`config.mk`:
```
export PLATFORM = sky130hd
export DESIGN_NAME = acc_sequencer
export DESIGN_NICKNAME = d
export VERILOG_FILES = /design/src/rtl/acc_sequencer.sv
export SDC_FILE = /design/constraint.sdc
export NUM_CORES = 1
export LEC_CHECK = 0
export ABC_CLOCK_PERIOD_IN_PS = 1950
export CAP_MARGIN = 10
export CORE_MARGIN = 4
export CORE_UTILIZATION = 46
export CTS_CLUSTER_DIAMETER = 60
export CTS_CLUSTER_SIZE = 28
export DETAILED_ROUTE_END_ITERATION = 10
export PLACE_DENSITY = 0.88
export SETUP_SLACK_MARGIN = 0.3
export SYNTH_ARGS = -nofsm -noshare
export SYNTH_HDL_FRONTEND = slang
export SYNTH_SLANG_ARGS = --single-unit
```
`constraint.sdc`:
```
create_clock -name MainClock -period 1.95 [get_ports MainClock]
set_input_delay 0.585 -clock MainClock [delete_from_list [all_inputs] [get_ports MainClock]]
set_output_delay 0.585 -clock MainClock [all_outputs]
set_load 0.03 [all_outputs]
```
`src/rtl/acc_sequencer.sv`:
```
// rtl/acc_sequencer.sv - control sequencer for the 4-bit ALU accumulator datapath
//
// Purpose:
//    Accepts one command at a time over a Start/Ready/Done handshake and walks
//    the datapath through a fixed strobe order. ADD/SUB run a single pass,
//    CLR pulses the accumulator clear, and MAC repeats B <= B + A Count times
//    by routing the ALU result back into B.
//
// Ports:
//    MainClock    in   system clock, rising edge
//    Clear        in   synchronous active-high reset, beats every other input
//    Start        in   command request, sampled only while Ready=1
//    Op           in   00 ADD, 01 SUB, 10 MAC, 11 CLR
//    Count        in   MAC iteration count (0 behaves as 1)
//    Ready        out  high only while idle
//    Done         out  one-cycle completion pulse
//    LatchA       out  load strobe for operand register A
//    LatchB       out  load strobe for accumulator B
//    ClearB       out  active-low clear for accumulator B
//    SelFeedback  out  B input mux: 0 external bus, 1 ALU result
//    AluOp        out  ALU function: 00 add, 01 sub
//    LatchOut     out  result latch strobe
//    Iter         out  completed WRITE cycles of the current command

module acc_sequencer #(
   parameter int CNT_W = 4,
   parameter int OP_W  = 2
) (
   input  logic             MainClock,
   input  logic             Clear,
   input  logic             Start,
   input  logic [1:0]       Op,
   input  logic [CNT_W-1:0] Count,
   output logic             Ready,
   output logic             Done,
   output logic             LatchA,
   output logic             LatchB,
   output logic             ClearB,
   output logic             SelFeedback,
   output logic [OP_W-1:0]  AluOp,
   output logic             LatchOut,
   output logic [CNT_W-1:0] Iter
);

   typedef enum logic [2:0] {
      IDLE,
      CLRB,
      LOADA,
      LOADB,
      EXEC,
      WRITE,
      FEEDBK,
      DONE
   } state_t;

   localparam logic [1:0] OP_ADD = 2'b00;
   localparam logic [1:0] OP_SUB = 2'b01;
   localparam logic [1:0] OP_MAC = 2'b10;
   localparam logic [1:0] OP_CLR = 2'b11;

   localparam logic [OP_W-1:0]  ALU_ADD  = '0;
   localparam logic [OP_W-1:0]  ALU_SUB  = OP_W'(1);
   localparam logic [CNT_W-1:0] CNT_ONE  = CNT_W'(1);
   localparam logic [CNT_W-1:0] ITER_MAX = '1;

   state_t           state;
   state_t           stateNext;
   logic [1:0]       opReg;
   logic [CNT_W-1:0] remaining;
   logic [CNT_W-1:0] iterReg;
   logic             captureCmd;
   logic             moreIter;

   assign captureCmd = (state == IDLE) && Start;

   // Another feedback round is needed only for MAC while passes are left after this WRITE.
   assign moreIter = (opReg == OP_MAC) && (remaining > CNT_ONE);

   always_ff @(posedge MainClock) begin
      if (Clear) begin
         state     <= IDLE;
         opReg     <= OP_ADD;
         remaining <= '0;
         iterReg   <= '0;
      end else begin
         state <= stateNext;
         if (captureCmd) begin
            opReg     <= Op;
            // A zero count still runs one pass rather than wrapping to 2^CNT_W.
            remaining <= (Count == '0) ? CNT_ONE : Count;
            iterReg   <= '0;
         end else if (state == WRITE) begin
            if (iterReg != ITER_MAX) begin
               iterReg <= iterReg + CNT_ONE;
            end
            if (moreIter) begin
               remaining <= remaining - CNT_ONE;
            end
         end
      end
   end

   always_comb begin
      stateNext = state;
      case (state)
         IDLE: begin
            if (Start) begin
               stateNext = (Op == OP_CLR) ? CLRB : LOADA;
            end
         end
         CLRB:    stateNext = DONE;
         LOADA:   stateNext = LOADB;
         LOADB:   stateNext = EXEC;
         EXEC:    stateNext = WRITE;
         WRITE:   stateNext = moreIter ? FEEDBK : DONE;
         FEEDBK:  stateNext = EXEC;
         DONE:    stateNext = IDLE;
         default: stateNext = IDLE;
      endcase
   end

   // Moore decode: every output is a function of registered state only.
   always_comb begin
      Ready       = 1'b0;
      Done        = 1'b0;
      LatchA      = 1'b0;
      LatchB      = 1'b0;
      ClearB      = 1'b1;
      SelFeedback = 1'b0;
      LatchOut    = 1'b0;
      AluOp       = ALU_ADD;
      case (state)
         IDLE:   Ready  = 1'b1;
         CLRB:   ClearB = 1'b0;
         LOADA:  LatchA = 1'b1;
         LOADB:  LatchB = 1'b1;
         WRITE:  LatchOut = 1'b1;
         FEEDBK: begin
            LatchB      = 1'b1;
            SelFeedback = 1'b1;
         end
         DONE:   Done = 1'b1;
         default: ;
      endcase
      // ALU function is held steady across the whole LOADA..WRITE window, feedback rounds included.
      if ((state == LOADA || state == LOADB || state == EXEC ||
           state == WRITE || state == FEEDBK) && (opReg == OP_SUB)) begin
         AluOp = ALU_SUB;
      end
   end

   assign Iter = iterReg;

endmodule

```
# Word-level counts from Yosys, hierarchy flattened
# Cells that the tools add are included.
dict set report totals {
  register_bits 13
  output_inout_bits 13
  elab_cells 50
}
dict set report op_classes {
  add_sub_neg 2
  order_cmp 1
  n_eq_ne 12
  muxes 16
  reduce_logical 15
}
# cell count
set op_table {}
lappend op_table {{$pmux 3 s7} 1}
lappend op_table {{$mux 4} 4}
lappend op_table {{$eq 3x3->1 const B} 4}
lappend op_table {{$mux 1} 9}
lappend op_table {{$eq 3x2->1 const B} 2}
lappend op_table {{$add 4x1->4 const B} 1}
lappend op_table {{$eq 2x2->1 const B} 2}
lappend op_table {{$gt 4x1->1 const B} 1}
lappend op_table {{$logic_not 4->1} 1}
lappend op_table {{$logic_or 1x1->1} 4}
lappend op_table {{$ne 4x4->1 const B} 1}
lappend op_table {{$reduce_and 2->1} 2}
lappend op_table {{$reduce_bool 2->1} 2}
lappend op_table {{$reduce_or 2->1} 2}
lappend op_table {{$sub 4x1->4 const B} 1}
lappend op_table {{$eq 3x1->1 const B} 1}
lappend op_table {{$logic_and 1x1->1} 3}
lappend op_table {{$logic_not 3->1} 1}
lappend op_table {{$mux 3} 1}
lappend op_table {{$eq 2x1->1 const B} 1}
lappend op_table {{$mux 2} 1}
lappend op_table {{$ne 2x2->1 const B} 1}

# Depth between registers and ports, before layout
# Gate-level depths: netlist (run 1).
dict set report logic_depth {
  depth_word 7
  depth_mapped 7
  depth_no_buf 6
}

# Worst setup path after synthesis (run 1)
# OpenSTA, ideal clock, no wires.
dict set report synth_path {
  kind {register -> output}
  from {reg state[2]}
  to {out LatchA}
  arrival_ns 1.198
  slack_ns 0.167
  path_stages_with_launch 4
  cell_sequence {dfxtp_1 > clkbuf_1 > or2_1 > nor2_1}
}
dict set report synth_via {
  elab_chain_len 2
}
# item line_no
set synth_rtl {}
lappend synth_rtl {{from (decl)} 66} ;# state_t state;
lappend synth_rtl {{from (signal assigned)} 86} ;# state <= stateNext;
lappend synth_rtl {{$eq 3x2->1} 132} ;# case (state)
lappend synth_rtl {{$mux 1} 132}
lappend synth_rtl {{to (decl)} 36} ;# output logic LatchA,
# No other way between the ends.

# Final worst setup path (run 1)
dict set report layout_path {
  from {reg state[1]}
  to {out AluOp[0]}
}
dict set report layout_via {
  elab_chain_len 7
  elab_cells_between_ends 11
  cone_classes {5 x eq/ne; 1 x mux; 5 x reduce/logical}
}
# item line_no
set layout_rtl {}
lappend layout_rtl {{$eq 3x2->1} 146} ;# if ((state == LOADA || state == LOADB || state == EXEC ||
lappend layout_rtl {{$logic_or 1x1->1 (3 in a row)} 146}
lappend layout_rtl {{$logic_or 1x1->1 *} 147} ;# state == WRITE || state == FEEDBK) && (opReg == OP_SUB)) begin
lappend layout_rtl {{$logic_and 1x1->1 *} 147}
lappend layout_rtl {{$mux 1 *} 146}
lappend layout_rtl {{to (decl)} 40} ;# output logic [OP_W-1:0] AluOp,
# Every way passes the cells marked *; elsewhere a longest branch is shown, timed or not.

==> impl_metrics.yaml, run 1 <==
sta:
  report.final.hold_viol_count: 0
  fin_ws_ps: -21.48
  fmax_ghz: 0.5072
  skew_ps: 1.348
  slew_viol_final: 0
  setup_viol: 3
  rsz0062_at_grt: "true"
  post-route-period-util: 1.011
  period_needed_ps: 1971
worst_setup_path:
  end_kind: "output port"
  slowest_delay_ps: 380
  cp.depth: 5
  worstPathCellList: "inv_4 > ha_4 > o21ai_2 > and3b_2 > buf_6"
  start_kind: "flip-flop"
  slowest_stage: "dfxtp_2"
  cp.required_ps: 1360
  reg2reg_depth: 7
  crit_type: "flip-flop to output port"
  critPathTopFamily: "flip-flops"
  critPathBufInv: 2
  arrival_ps: 1390
  crit_path_max_fanout: 6
clock_tree:
  clock_path_buffers: 2
  cts-root-buf: "clkbuf_4"
  cts.sinks: 13
  clk_pin_slew_ps: 90
  htreeDepth: 1
  clock_latency_ps: 280
  tritoncts: "done"
  numCtsBuffers: 3
  hold_buffers: 0
route:
  drt-total-wl_um: 3356
  viasPerCell: 6.387
  ant_nets: 0
  remaining_drc_errors: 0
  dr.pass1.iters: 4
  wire_per_inst_um: 21.65
  vias: 990
  drt_iter0_drc: 44
yosys:
  synth_nets: 109
  syn_area_sq_um: 795.8
  ys.flop_type: "dfxtp_1"
  yosysUniqueCellTypes: 39
  yosys_warnings: 0
  synth-xor-area-share: 0.06604
  async_flop_share: 0
  synth_edf_count: 0
  synth_compound_gate_area_share: 0.1950
  synth-adder-area-share: 0.06289
  ys_ff_latch: 13
  synth_top_family_by_area: "simple AND/OR/NAND/NOR gates"
  syn_inst: 96
  muxShareOfSynthArea: 0.03774
  synth.yosys.seq_area_share: 0.3270
  synth-simple-area-share: 0.2358
  avgSynthCellArea_sq_um: 8.289
floorplan:
  initial_core_util: 0.5048
  die_area_sq_mm: 0.002459
  dieWidth_um: 49.59
  pin_count: 22
  core_area_sq_mm: 0.001577
  die_h_um: 49.59
  num_rows: 14
status:
  violations: "negative setup slack"
  status: "finished with violations"
layout:
  n_antenna_cell: 0
  drive_gt1_frac: 0.4964
  syn2layout_area_growth_pct: 72.48
  layout.nets: 153
  final_common_cell: "buf_6"
  final_cell_count_no_fill: 155
  final_cell_mix: "buf_6 (16), buf_4 (14), dfxtp_1 (8), nor2_1 (8), clkdlybuf4s50_1 (7)"
  final_area_sq_mm: 0.001373
place:
  place_ws_ps: -211.2
  gp_congestion: 0.7928
  dpl_cell_area_sq_mm: 0.001018
  io_buffers: 20
  dp_hpwl_um: 1480
  numPlacedInstances: 133
global_routing:
  grt-ovfl-total: 0
  antenna_found_initial: 0
  grt_usage: 0.2435
  grt_max_degree: 10
  grt_pass1_wl_um: 4692
  grt_pass1_vias: 1037
power_and_ir_drop:
  p_int_mw: 1.168
  combPwrFrac: 0.721
  powerDensity_mw_per_mm2: 1543
  power_frac_clock: 0.084
  ir_worst_vdd_mv: 1.195
  p_total_mw: 2.118
  p_sw_mw: 0.9506
  p_leak_nw: 0.5825
  swShare: 0.4488
  pwr-share-seq: 0.195
min_path:
  min_path_cells: 2
  min_path_type: "flip-flop to flip-flop"
job:
  cap_violations: 0
layer usage:
layer	global-route usage	part of all wire
met1	0.2923	0.40
met2	0.3965	0.49
met3	0.04518	0.078
met4	0.1521	0.031
met5	0	0
sequential cells by signal (all words and copies together), names as in the netlist:
signal     cells
Iter           4
remaining      4
state          3
opReg          2
stage by stage:
stage                       util  setup TNS, ps  hold WS, ps
after global placement    0.6460         -970.5        481.3
after CTS                 0.7905              0        514.0
final                     0.8706         -38.99        524.6
after floorplan                -              0        459.6
after detailed placement  0.6460          -1347        502.8
after global routing      0.8706         -140.5        545.8
power by group through the flow:
stage	Combinational [mW]	Sequential (mW)	Clock (mW)
after global placement	0.824	0.387	0
final	1.53	0.413	0.177
after CTS	1.19	0.395	0.172
after floorplan	0.639	0.385	0
after global routing	1.61	0.415	0.190
after detailed placement	0.849	0.392	0
repair_timing:
action                                  CTS  global route
pin swaps                                 7            11
endpoints found under the setup margin   22            22
setup buffers                            14             2
resized for setup                        38            32
gates cloned                              2             0
area by class of cell:
type                            count  area [sq um]
Inverter                            5         21.27
Tap cell                           16         20.02
Multi-Input combinational cell     73         620.6
Clock inverter                      1         5.005
Sequential cell                    13         266.5
Clock buffer                        3         22.52
Fill cell                          76         203.9
Timing Repair Buffer               44         416.7
kinds of logic after synthesis:
family | count (synthesis)
adders and majority gates | 4
AOI/OAI and AO/OA | 23
buffers and inverters | 10
DFF | 13
muxes | 3
xor gates and xnor gates | 6
other | 1
and+or+nand+nor | 36
final timing paths:
kind / start / endpoint / slack (ps)
min reg2reg: remaining[1] / remaining[1] / 520
max: state[1] / AluOp[0] / -20
min: remaining[1] / remaining[1] / 520
max reg2reg: state[2] / remaining[1] / 110
worst min-delay path, cell delays in order (launching register included):
cell	delay, ps
dfxtp_1	340
nand3_1	90
a21oi_2	50
cells in the mapped netlist, drive strengths merged (2+ instances only):
cell / instances / share of area
nor3: 4 / 0.025
inv: 5 / 0.024
nand3: 3 / 0.019
ha: 4 / 0.063
or2: 2 / 0.016
nand3b: 3 / 0.028
buf: 3 / 0.038
o21ai: 4 / 0.025
o31ai: 2 / 0.019
a31oi: 2 / 0.016
dfxtp: 13 / 0.33
xor2: 2 / 0.022
mux2i: 3 / 0.038
nor2: 13 / 0.061
a21oi: 5 / 0.036
o211ai: 2 / 0.019
nand2: 4 / 0.019
xnor2: 4 / 0.044
clkbuf: 2 / 0.0094
(Power assumes the default switching activity.)
==> run 2, diff against run 1 <==
--- a/config.mk
+++ b/config.mk
@@ -6,13 +6,13 @@
 export NUM_CORES = 1
 export LEC_CHECK = 0
 export ABC_CLOCK_PERIOD_IN_PS = 1950
-export CAP_MARGIN = 10
-export CORE_MARGIN = 4
-export CORE_UTILIZATION = 46
+export CAP_MARGIN = 0
+export CORE_MARGIN = 2
+export CORE_UTILIZATION = 35
 export CTS_CLUSTER_DIAMETER = 60
 export CTS_CLUSTER_SIZE = 28
 export DETAILED_ROUTE_END_ITERATION = 10
-export PLACE_DENSITY = 0.88
+export PLACE_DENSITY = 0.72
 export SETUP_SLACK_MARGIN = 0.3
 export SYNTH_ARGS = -nofsm -noshare
 export SYNTH_HDL_FRONTEND = slang
==> run 2 against run 1 <==
Net effect: the flow still finishes with violations (negative setup slack); wire length down 25%; register-to-register slack worse by 60 ps; flip-flop and latch count unchanged; worst hold slack worse by 7.1 ps; critical path type unchanged.
==> impl_metrics.yaml, run 2 (synthesized netlist as in run 1, its figures left out) <==
sta:
  rsz0062_at_grt: "true"
  skew_ps: 3.866
  fmax_ghz: 0.5102
  fin_hold_ws_ps: 517.5
  post-route-period-util: 1.005
  report.final.hold_viol_count: 0
  setup_viol: 1
  period_needed_ps: 1960
  fin_ws_ps: -9.922
  slew_viol_final: 0
route:
  wl_met2_um: 1297
  vias: 884
  highest_layer: "met4"
  remaining_drc_errors: 0
  wire_per_inst_um: 14.99
  dr.pass1.iters: 4
  drt-met1-wl_um: 1043
  routed-wl-met3_um: 134
  drt-total-wl_um: 2504
  drt_iter0_drc: 21
  viasPerCell: 5.293
  ant_nets: 0
layout:
  n_fill_cell: 164
  multi_input_area_sq_um: 613.1
  final_cell_mix: "buf_6 (18), buf_4 (13), dfxtp_1 (9)"
  layout.nets: 153
  final_util: 0.6385
  syn2layout_area_growth_pct: 75.79
  final_cell_count_no_fill: 167
  drive_gt1_frac: 0.5108
  final_common_cell: "buf_6"
  register_area_sq_um: 265.3
  n_antenna_cell: 0
clock_tree:
  htreeDepth: 1
  clock_latency_ps: 280
  tritoncts: "done"
  hold_buffers: 0
  cts.sinks: 13
  clock_path_buffers: 2
  clk_pin_slew_ps: 100
  numCtsBuffers: 3
  cts-root-buf: "clkbuf_4"
floorplan:
  initial_core_util: 0.3632
  die_area_sq_mm: 0.002671
  dieWidth_um: 51.68
  pin_count: 22
  core_area_sq_mm: 0.002191
  num_rows: 17
  die_h_um: 51.68
power_and_ir_drop:
  ir_worst_vdd_mv: 0.9679
  power_frac_clock: 0.088
  p_int_mw: 1.167
  swShare: 0.4283
  pwr-share-seq: 0.197
  powerDensity_mw_per_mm2: 1459
  combPwrFrac: 0.715
  p_sw_mw: 0.8740
  p_leak_nw: 0.5656
worst_setup_path:
  crit_type: "flip-flop to output port"
  end_kind: "output port"
  reg2reg_depth: 8
  cp.required_ps: 1360
  crit_path_max_fanout: 4
  start_kind: "flip-flop"
  arrival_ps: 1370
place:
  numPlacedInstances: 145
  io_buffers: 20
  gp_congestion: 0.7865
  dp_hpwl_um: 1374
global_routing:
  grt_pass1_vias: 810
  grt_pass1_wl_um: 3643
  antenna_found_initial: 0
  grt-ovfl-total: 0
  grt_usage: 0.1853
  grt_max_degree: 9
status:
  status: "finished with violations"
  violations: "negative setup slack"
min_path:
  min_path_type: "flip-flop to flip-flop"
  min_path_cells: 2
job:
  cap_violations: 0
## run 2: final cells by class
cell class,instances,share of cell area
Tap cell,28,0.02504
Inverter,5,0.01789
Clock buffer,3,0.01610
Clock inverter,1,0.003578
Multi-Input combinational cell,73,0.4383
Sequential cell,13,0.1896
Timing Repair Buffer,44,0.3095
## run 2: metrics by stage
step,area (sq um),setup WS [ps],TNS [ps],total power [mW]
2_1_floorplan,809.5,288.3,0,1.024
3_3_place_gp,1033,-164.0,-1057,1.218
3_5_place_dp,1033,-208.5,-1437,1.239
4_1_cts,1286,16.45,0,1.808
5_1_grt,1399,-40.86,-43.36,2.145
6_report,1399,-9.922,-9.922,2.041
## run 2: worst paths after layout
path / endpoint / from / slack [ps]
max: AluOp[0] / state[2] / -10
min: remaining[1] / remaining[1] / 520
max reg2reg: remaining[1] / state[2] / 50
min reg2reg: remaining[1] / remaining[1] / 520
## run 2: metal layers
metal / vias to the layer above / global-route usage
met4: 0 / 0.09211
met3: 2 / 0.02011
met1: 420 / 0.2283
met2: 36 / 0.3184
li1: 426 / -
met5: - / 0
## run 2: critical path, cell delays in order, from the launching register on
cell,delay [ps]
dfxtp_2,340
buf_6,120
ha_4,250
o21ai_2,40
and3b_2,210
buf_6,130
## run 2: power groups by stage
stage,clock network (mW),logic [mW],registers (mW)
3_5_place_dp,0,0.842,0.397
2_1_floorplan,0,0.639,0.385
6_report,0.179,1.46,0.402
3_3_place_gp,0,0.825,0.393
5_1_grt,0.182,1.55,0.410
4_1_cts,0.171,1.24,0.396
## run 2: what timing repair did
action | in CTS | in global routing
resized for setup | 45 | 25
endpoints found under the hold margin | 0 | 0
buffers inserted | 14 | 2
gates cloned | 2 | 0
pin swaps | 13 | 8
setup endpoints to repair | 22 | 20
